--- config.mk ---
export PLATFORM = sky130hd
export DESIGN_NAME = mc_ctrl
export DESIGN_NICKNAME = d
export VERILOG_FILES = /design/src/rtl/mc_ctrl_pkg.sv /design/src/rtl/mc_alu_dec.sv /design/src/rtl/mc_ctrl.sv
export SDC_FILE = /design/constraint.sdc
export NUM_CORES = 1
export LEC_CHECK = 0
export BUFFER_PORTS_ARGS = -buffer_cell sky130_fd_sc_hd__clkbuf_2
export CORE_MARGIN = 5
export CORE_UTILIZATION = 44
export CTS_CLUSTER_SIZE = 24
export DETAILED_ROUTE_END_ITERATION = 8
export GPL_TIMING_DRIVEN = 0
export PLACE_DENSITY = 0.79
export SLEW_MARGIN = 30
export SYNTH_ARGS = -nofsm -noshare
export SYNTH_HDL_FRONTEND = slang
export SYNTH_SLANG_ARGS = --single-unit
export TNS_END_PERCENT = 5
--- constraint.sdc ---
create_clock -name clk -period 1.9 [get_ports clk]
set_input_delay 0.285 -clock clk [delete_from_list [all_inputs] [get_ports clk]]
set_output_delay 0.285 -clock clk [all_outputs]
set_load 0.05 [all_outputs]
--- src/rtl/mc_ctrl_pkg.sv ---
// Shared encodings for the mccomp multi-cycle control unit: opcodes, functs,
// FSM states, instruction classes and datapath select codes.
package mc_ctrl_pkg;

  localparam int MC_STATE_W = 3;

  localparam logic [5:0] OP_RTYPE = 6'h00;
  localparam logic [5:0] OP_J     = 6'h02;
  localparam logic [5:0] OP_JAL   = 6'h03;
  localparam logic [5:0] OP_BEQ   = 6'h04;
  localparam logic [5:0] OP_BNE   = 6'h05;
  localparam logic [5:0] OP_ADDI  = 6'h08;
  localparam logic [5:0] OP_ORI   = 6'h0D;
  localparam logic [5:0] OP_LUI   = 6'h0F;
  localparam logic [5:0] OP_LW    = 6'h23;
  localparam logic [5:0] OP_SW    = 6'h2B;

  localparam logic [5:0] FN_SLL = 6'h00;
  localparam logic [5:0] FN_SRL = 6'h02;
  localparam logic [5:0] FN_JR  = 6'h08;
  localparam logic [5:0] FN_ADD = 6'h20;
  localparam logic [5:0] FN_SUB = 6'h22;
  localparam logic [5:0] FN_AND = 6'h24;
  localparam logic [5:0] FN_OR  = 6'h25;
  localparam logic [5:0] FN_SLT = 6'h2A;

  typedef enum logic [2:0] {
    S_IF   = 3'd0,
    S_ID   = 3'd1,
    S_EXE  = 3'd2,
    S_MEM  = 3'd3,
    S_WB   = 3'd4,
    S_HALT = 3'd5
  } state_e;

  typedef enum logic [2:0] {
    C_R, C_IALU, C_LOAD, C_STORE, C_BRANCH, C_JUMP, C_ILLEGAL
  } iclass_e;

  localparam logic [3:0] ALU_ADD = 4'd0;
  localparam logic [3:0] ALU_SUB = 4'd1;
  localparam logic [3:0] ALU_AND = 4'd2;
  localparam logic [3:0] ALU_OR  = 4'd3;
  localparam logic [3:0] ALU_SLT = 4'd4;
  localparam logic [3:0] ALU_SLL = 4'd5;
  localparam logic [3:0] ALU_SRL = 4'd6;
  localparam logic [3:0] ALU_LUI = 4'd7;

  localparam logic [1:0] NPC_PC4 = 2'd0;
  localparam logic [1:0] NPC_BR  = 2'd1;
  localparam logic [1:0] NPC_J   = 2'd2;
  localparam logic [1:0] NPC_JR  = 2'd3;

  localparam logic [1:0] WD_ALU = 2'd0;
  localparam logic [1:0] WD_MDR = 2'd1;
  localparam logic [1:0] WD_PC  = 2'd2;

  localparam logic [1:0] RD_RT = 2'd0;
  localparam logic [1:0] RD_RD = 2'd1;
  localparam logic [1:0] RD_RA = 2'd2;

  localparam logic [1:0] SRCB_RT   = 2'd0;
  localparam logic [1:0] SRCB_SEXT = 2'd1;
  localparam logic [1:0] SRCB_ZEXT = 2'd2;

endpackage

--- src/rtl/mc_alu_dec.sv ---
// Combinational instruction decoder: (opcode, funct) to ALU controls and
// instruction class used by the mc_ctrl FSM.
module mc_alu_dec
  import mc_ctrl_pkg::*;
(
  input  logic [5:0] opcode,
  input  logic [5:0] funct,
  output logic [3:0] alu_op,
  output logic       alu_src_a,
  output logic [1:0] alu_src_b,
  output iclass_e    iclass
);

  always_comb begin
    alu_op    = ALU_ADD;
    alu_src_a = 1'b0;
    alu_src_b = SRCB_RT;
    iclass    = C_ILLEGAL;
    case (opcode)
      OP_RTYPE: begin
        iclass = C_R;
        case (funct)
          FN_ADD: alu_op = ALU_ADD;
          FN_SUB: alu_op = ALU_SUB;
          FN_AND: alu_op = ALU_AND;
          FN_OR:  alu_op = ALU_OR;
          FN_SLT: alu_op = ALU_SLT;
          // Shifts take the shift amount from the shamt field, not rs.
          FN_SLL: begin alu_op = ALU_SLL; alu_src_a = 1'b1; end
          FN_SRL: begin alu_op = ALU_SRL; alu_src_a = 1'b1; end
          FN_JR:  iclass = C_JUMP;
          default: iclass = C_ILLEGAL;
        endcase
      end
      OP_J, OP_JAL:   iclass = C_JUMP;
      OP_BEQ, OP_BNE: begin iclass = C_BRANCH; alu_op = ALU_SUB; end
      OP_ADDI: begin iclass = C_IALU;  alu_src_b = SRCB_SEXT; end
      OP_ORI:  begin iclass = C_IALU;  alu_src_b = SRCB_ZEXT; alu_op = ALU_OR; end
      OP_LUI:  begin iclass = C_IALU;  alu_src_b = SRCB_ZEXT; alu_op = ALU_LUI; end
      OP_LW:   begin iclass = C_LOAD;  alu_src_b = SRCB_SEXT; end
      OP_SW:   begin iclass = C_STORE; alu_src_b = SRCB_SEXT; end
      default: iclass = C_ILLEGAL;
    endcase
  end

endmodule

--- src/rtl/mc_ctrl.sv ---
// Multi-cycle control FSM for the mccomp MIPS core (IF/ID/EXE/MEM/WB).
// Define MC_CTRL_ILLEGAL_TRAP_EN to halt on illegal instructions instead of NOP.
module mc_ctrl
  import mc_ctrl_pkg::*;
#(
  parameter int STATE_W = MC_STATE_W
) (
  input  logic               clk,
  input  logic               rstn,
  input  logic [5:0]         opcode,
  input  logic [5:0]         funct,
  input  logic               zero,
  output logic               PCWrite,
  output logic               IRWrite,
  output logic               IorD,
  output logic               MemWrite,
  output logic               RegWrite,
  output logic [1:0]         RegDst,
  output logic [1:0]         WDSel,
  output logic               ALUSrcA,
  output logic [1:0]         ALUSrcB,
  output logic [3:0]         ALUOp,
  output logic [1:0]         NPCOp,
  output logic [STATE_W-1:0] state,
  output logic               illegal
);

  state_e     state_q;
  state_e     state_nxt;
  iclass_e    iclass;
  logic [3:0] dec_alu_op;
  logic       dec_src_a;
  logic [1:0] dec_src_b;

  mc_alu_dec u_alu_dec (
    .opcode    (opcode),
    .funct     (funct),
    .alu_op    (dec_alu_op),
    .alu_src_a (dec_src_a),
    .alu_src_b (dec_src_b),
    .iclass    (iclass)
  );

  always_ff @(posedge clk or negedge rstn) begin
    if (!rstn) state_q <= S_IF;
    else       state_q <= state_nxt;
  end

  assign state = STATE_W'(state_q);

  always_comb begin
    state_nxt = state_q;
    PCWrite   = 1'b0;
    IRWrite   = 1'b0;
    IorD      = 1'b0;
    MemWrite  = 1'b0;
    RegWrite  = 1'b0;
    RegDst    = RD_RT;
    WDSel     = WD_ALU;
    ALUSrcA   = 1'b0;
    ALUSrcB   = SRCB_RT;
    ALUOp     = ALU_ADD;
    NPCOp     = NPC_PC4;
    illegal   = 1'b0;
    case (state_q)
      S_IF: begin
        IRWrite   = 1'b1;
        PCWrite   = 1'b1;
        state_nxt = S_ID;
      end
      S_ID: begin
        case (iclass)
          C_JUMP: begin
            PCWrite   = 1'b1;
            state_nxt = S_IF;
            if (opcode == OP_RTYPE) begin
              NPCOp = NPC_JR;
            end else begin
              NPCOp = NPC_J;
              // jal links the already-incremented PC into $31.
              if (opcode == OP_JAL) begin
                RegWrite = 1'b1;
                RegDst   = RD_RA;
                WDSel    = WD_PC;
              end
            end
          end
          C_ILLEGAL: begin
            illegal = 1'b1;
`ifdef MC_CTRL_ILLEGAL_TRAP_EN
            state_nxt = S_HALT;
`else
            state_nxt = S_IF;
`endif
          end
          default: state_nxt = S_EXE;
        endcase
      end
      S_EXE: begin
        ALUOp   = dec_alu_op;
        ALUSrcA = dec_src_a;
        ALUSrcB = dec_src_b;
        case (iclass)
          C_BRANCH: begin
            NPCOp     = NPC_BR;
            PCWrite   = (opcode == OP_BEQ) ? zero : ~zero;
            state_nxt = S_IF;
          end
          C_LOAD, C_STORE: state_nxt = S_MEM;
          default:         state_nxt = S_WB;
        endcase
      end
      S_MEM: begin
        IorD = 1'b1;
        if (iclass == C_STORE) begin
          MemWrite  = 1'b1;
          state_nxt = S_IF;
        end else begin
          state_nxt = S_WB;
        end
      end
      S_WB: begin
        RegWrite  = 1'b1;
        state_nxt = S_IF;
        if (iclass == C_LOAD) WDSel  = WD_MDR;
        else if (iclass == C_R) RegDst = RD_RD;
      end
      S_HALT: begin
        illegal   = 1'b1;
        state_nxt = S_HALT;
      end
      default: state_nxt = S_IF;
    endcase
  end

endmodule

Yosys cells after proc, flatten, opt, wreduce, memory -nomap -nowiden
Index checks and enable logic that the tools add are counted.
{ "word_totals": {"wordCells": 81, "in_bits": 15, "ff_bits": 3, "output_inout_bits": 22} }
{ "op_classes": {"reduce_logical": 13, "n_eq_ne": 26, "n_bitwise": 1, "mux": 40} }
{ "ops": {"columns": ["op", "n"], "rows": [
  ["6-bit equality test (second input constant)", 7],
  ["3-bit case mux with 6 select lines", 2],
  ["6-bit by 4-bit equality test with 1-bit output (second input constant)", 4],
  ["1-bit two-way mux", 19],
  ["6-bit by 2-bit equality test with 1-bit output (second input constant)", 3],
  ["2-bit case mux with 2 select lines", 4],
  ["4-bit case mux with 4 select lines", 1],
  ["3-bit equality test (second input constant)", 5],
  ["3-bit case mux with 5 select lines", 1],
  ["3-bit by 2-bit equality test with 1-bit output (second input constant)", 4],
  ["6-bit by 3-bit equality test with 1-bit output (second input constant)", 2],
  ["6-bit logical NOT", 2],
  ["2-bit two-way mux", 6],
  ["3-bit case mux with 2 select lines", 2],
  ["2-bit OR reduction", 6],
  ["7-bit OR reduction", 1],
  ["3-bit logical NOT", 2],
  ["3-bit OR reduction", 2],
  ["4-bit two-way mux", 1],
  ["1-bit case mux with 2 select lines", 2],
  ["3-bit by 1-bit equality test with 1-bit output (second input constant)", 1],
  ["3-bit two-way mux", 1],
  ["1-bit case mux with 3 select lines", 1],
  ["1-bit NOT", 1]
]} }

Depth between registers and ports, before layout
{ "depth": {"depth_word": 8, "depth_mapped": 6, "mapped_depth_nobuf": 5} }

Modules after synthesis
A second synthesis with hierarchy kept.
{ "unflattened": {"hier_cells": 112, "area_unflattened_um2": 789.5} }
{ "by_module_without_submodules": {"columns": ["module", "seq_area_each_um2", "cells_each", "instances", "area_each_um2"], "rows": [
  ["mc_ctrl", 75.1, 56, 1, 405.4],
  ["mc_alu_dec", 0.0, 56, 1, 384.1]
]} }

Least setup slack after synthesis
Ideal clock, no wire load.
{ "synth_timing": {"kind": "register -> output", "startpoint": "register state_q[2] (netlist: state[2])", "endpoint": "output ALUSrcB[0]", "arrival_ps": 2662, "path_stages_with_launch": 5, "required_ps": 1615, "slack_ps": -1047, "path_buffers": 1, "cell_sequence": "dfrtp_1 -> buf_2 -> nand2b_1 -> nand2b_4 -> nor4_1"} }
{ "synth_between": {"elab_chain_cells": 2} }
{ "synth_rtl": {"columns": ["element", "line_no", "source"], "rows": [
  ["start, declared", "mc_ctrl.sv:28", "state_e state_q;"],
  ["start signal, assigned", "mc_ctrl.sv:46", "else state_q <= state_nxt;"],
  ["3-bit by 2-bit equality test with 1-bit output", "mc_ctrl.sv:65", "case (state_q)"],
  ["2-bit two-way mux", "mc_ctrl.sv:65", null],
  ["end, declared", "mc_ctrl.sv:21", "output logic [1:0] ALUSrcB,"]
]} }
Every way passes these cells.

Worst setup path after layout
{ "layout_timing": {"startpoint": "register state_q[0] (netlist: state[0])", "endpoint": "output ALUOp[2]"} }
{ "layout_between": {"elab_chain_cells": 2} }
{ "layout_rtl": {"columns": ["element", "line_no", "source"], "rows": [
  ["3-bit by 2-bit equality test with 1-bit output", "mc_ctrl.sv:65", null],
  ["4-bit two-way mux", "mc_ctrl.sv:65", null],
  ["end, declared", "mc_ctrl.sv:22", "output logic [3:0] ALUOp,"]
]} }
Every way passes these cells.

==> results.txt <==
* Result of the run: finished, violations left
* Violated checks: negative setup slack
- Of all cell types, the one taking the most synthesized area is sky130_fd_sc_hd__dfrtp_1.
- Total negative slack: -279 ps
- In the synthesized netlist the dominant register cell turns out to be sky130_fd_sc_hd__dfrtp_1.
* Number of enable flip-flop cells after synthesis: 0
* Most frequent cell after synthesis: sky130_fd_sc_hd__nor2_1
* Proportion of netlist area held by the largest area contributor: 10.7%
* Dominant cells by area after synthesis: sky130_fd_sc_hd__dfrtp_1 11%, sky130_fd_sc_hd__nor2_1 5.9%, sky130_fd_sc_hd__nand2_1 5.4%
- At the end of routability-driven placement, the weighted congestion stood at 0.809.
- Summing over every cut layer, the via total after detailed routing is slightly below 1000.
- Critical Path End Type: output port
- At the pin with the least slew margin, the transition time is roughly 570 ps.
- In the routed design, unresolved DRC markers number 0.
* HPWL after detailed placement: 1.75 mm
* Die area: 2490 µm²
* GR Overflow Total: 0
- The worst pin sits at a relative slew slack of ~62%.
- The worst setup path is launched from a register.
- Detailed-route wire length: around 2.4 mm
* Synthesized area per cell: about 6.8 µm²
- During synthesis, Yosys emitted a total of 0 warnings.
- Skew-Pair Late Insertion Delay: roughly 240 ps
- For this block, the initial DRC count from the detailed router was 8.
- The detail route stage leaves a number of antenna-violating nets equal to 0.
* Clock tree from TritonCTS: done
* DR WL/cell: approximately 15 µm
- In the finished design, the share of the clock period the worst path needs comes to 104%.
* Global-route wire length before repair: 3.94 mm
- Hold Crit Class: in2async
- The filler cells instantiated in the layout total 105.
- Largest net degree at the start of global routing: 11
* Setup violations, final: 5
- The die is around 50 µm tall.
- Highest clock rate: 0.506 GHz
- Number of buffers inserted during clock tree synthesis: 3
- Overall power consumption after layout is estimated at 0.975 mW.
- The first TritonRoute pass finished after 4 iterations.
* All-layer global routing usage: a little under a fifth
- Data on the critical path is required at its endpoint by 1620 ps.
- The via count of the first global-routing pass was between 900 and 1000.
- No sink is reached through more buffers than the 2 on the longest clock path.
- Input and output buffers added on the ports amount to 34.
- In the final layout, the share of cells above drive strength 1 is approximately 55%.
- After synthesis, the share of flip-flops with an asynchronous set or reset is 100%.
- The commonest cells after synthesis are 11 x sky130_fd_sc_hd__nor2_1, 10 x sky130_fd_sc_hd__nand2_1, 7 x sky130_fd_sc_hd__nor3_1, 6 x sky130_fd_sc_hd__inv_1, 6 x sky130_fd_sc_hd__nand3_1.
- The area growth from synthesis to layout is 77.5%.
* Total count of max-transition violations in the final report: 0
- Clock-pin slew was measured on the worst setup and hold paths at about 40 ps.
- Setup slack on the critical path of the routed design comes to -74.3 ps.
* Number of nets in the synthesized netlist: approximately 120
* Worst vdd ir: 0.000588 V
- After floorplanning, the core was divided into 14 placement rows.
- Via-to-Cell Ratio: between 5 and 6
- The critical path is of the reg2out type.
- 37 I/O pins were placed.
- The register with the most flip-flops in the layout has 3 of them.
* Die outline width: roughly 50 µm
- The number of hold-slack violations in the final timing report was 0.
- Setup repair after global routing could not meet its margin everywhere.
* Area of the core: 1510 µm²
- Clk_skew: approximately 0.66 ps
- CTS built an H-tree with a depth of 1.
* Effective utilization at floorplan: a little under half
- Post-synthesis cell count: 103
- Minimum period implied by the final worst setup slack: just under 2000 ps
- Dividing total power by cell area gives a power density of 785 nW/µm².
* Nets@finish: 164
* Sink Count: 3
* Initial antenna violation count: 0
- Seq cells post-synth: 3
- In this run the cell area of the synthesized design comes to roughly 700 µm².
* Total leakage power: 0.552 nW
* Signal arrival time at the worst endpoint: about 1700 ps
* Root Buffer: sky130_fd_sc_hd__clkbuf_4
* CP Max Fanout: 6
* Unique masters post-synth: between 40 and 50
* Post-synthesis sequential area ratio: a little over a tenth
* Total inserted antenna cells: 0
- Across the run, the number of max-cap violations was 0.
==> per-stage QoR <==
step / hold WS (ps) / instances / setup WS, ps / util [%] / instance area [µm²]
3_3_place_gp: 79.1 / 153 / -272 / 65.5 / 987
3_5_place_dp: 85.3 / 153 / -285 / 65.5 / 987
5_1_grt: 372 / 164 / -159 / 82.4 / 1240
6_report: 376 / 164 / -74.3 / 82.4 / 1240
2_1_floorplan: -10.6 / 103 / -251 / - / 797
4_1_cts: 379 / 160 / -159 / 76.2 / 1150
==> power breakdown <==
group          switching [mW]  internal, mW  leakage [nW]  total [mW]
clock network          0.0383        0.0790        0.0150       0.117
logic                   0.477         0.253         0.502       0.730
registers              0.0384        0.0886        0.0349       0.127
total                   0.554         0.421         0.552       0.975
==> layout make-up <==
cell class,instances,area [µm²],area share (%)
clock buffer,4,26.3,2.12
timing repair buffer,42,352,28.3
sequential,3,78.8,6.35
multi-input combinational,85,686,55.2
tap,16,20.0,1.61
inverter,6,22.5,1.81
buffer,8,56.3,4.54
==> cell families (layout without fill, tap and decap cells) <==
| kind of cell | Yosys count | in the layout | synth area share [%] |
|---|---|---|---|
| simple gates | 56 | 56 | 45.3 |
| compound gates | 27 | 27 | 31.3 |
| buf+inv | 15 | 60 | 10.9 |
| flops | 3 | 3 | 10.7 |
| other cells | 1 | 1 | 0.536 |
| xor+xnor | 1 | 1 | 1.25 |
==> what timing repair did <==
action | 4_1_cts | 5_1_grt
pin swaps | 4 | 10
endpoints found under the hold margin | 3 | 0
setup endpoints to repair | 16 | 16
resized for setup | 32 | 24
hold buffers | 1 | 0
buffers inserted | 3 | 4
==> metal layers <==
layer  track usage (%)  vias up  routed length, µm
li1                  -      478                  -
met3              3.31        4                139
met1              23.0      464                984
met4              5.68        0                 23
met2              33.9       33               1250
met5                 0        -                  0
==> path summary, 6_finish.rpt <==
path	from	endpoint	slack [ps]	cells after the start
worst min register to register	state[0]	state[0]	640	2
worst max register to register	state[2]	state[1]	690	4
max in group asynchronous	rstn	state[1]	1400	2
worst max-delay path	state[0]	ALUOp[2]	-70	6
min in group clk	opcode[0]	state[1]	550	4
worst min-delay path	rstn	state[0]	380	2
==> worst max-delay path: stages, from the launching register on <==
cell and delay [ps]:
sky130_fd_sc_hd__dfrtp_2 450, sky130_fd_sc_hd__inv_2 160, sky130_fd_sc_hd__nand2b_4 100, sky130_fd_sc_hd__nor4_4 190, sky130_fd_sc_hd__and3_4 240, sky130_fd_sc_hd__a32o_2 130, sky130_fd_sc_hd__clkbuf_8 170
==> cells in the final DEF, fill, tap and decap left out, types with 2 or more instances in the layout <==
cell type                   netlist  final
sky130_fd_sc_hd__clkbuf_2         0     17
sky130_fd_sc_hd__buf_4            2     11
sky130_fd_sc_hd__nor2_1          11      9
sky130_fd_sc_hd__nand2_1         10      8
sky130_fd_sc_hd__buf_6            1      7
sky130_fd_sc_hd__clkbuf_4         0      6
sky130_fd_sc_hd__inv_1            6      5
sky130_fd_sc_hd__nand3_1          6      5
sky130_fd_sc_hd__a21oi_1          5      4
sky130_fd_sc_hd__nand2b_1         5      4
sky130_fd_sc_hd__nor4_4           1      4
sky130_fd_sc_hd__buf_8            0      4
sky130_fd_sc_hd__clkbuf_8         0      4
sky130_fd_sc_hd__o21ai_0          4      3
sky130_fd_sc_hd__nor3_1           7      3
sky130_fd_sc_hd__nand3b_1         3      3
sky130_fd_sc_hd__dfrtp_2          0      3
sky130_fd_sc_hd__nor3_4           0      2
sky130_fd_sc_hd__buf_2            4      2
sky130_fd_sc_hd__clkbuf_1         2      2
sky130_fd_sc_hd__nand2_2          0      2
sky130_fd_sc_hd__a211o_1          2      2
sky130_fd_sc_hd__nor3_2           0      2
sky130_fd_sc_hd__nand2b_4         1      2
sky130_fd_sc_hd__or4_4            0      2
sky130_fd_sc_hd__o2111ai_1        2      2
Power figures use the tool's default switching activity.
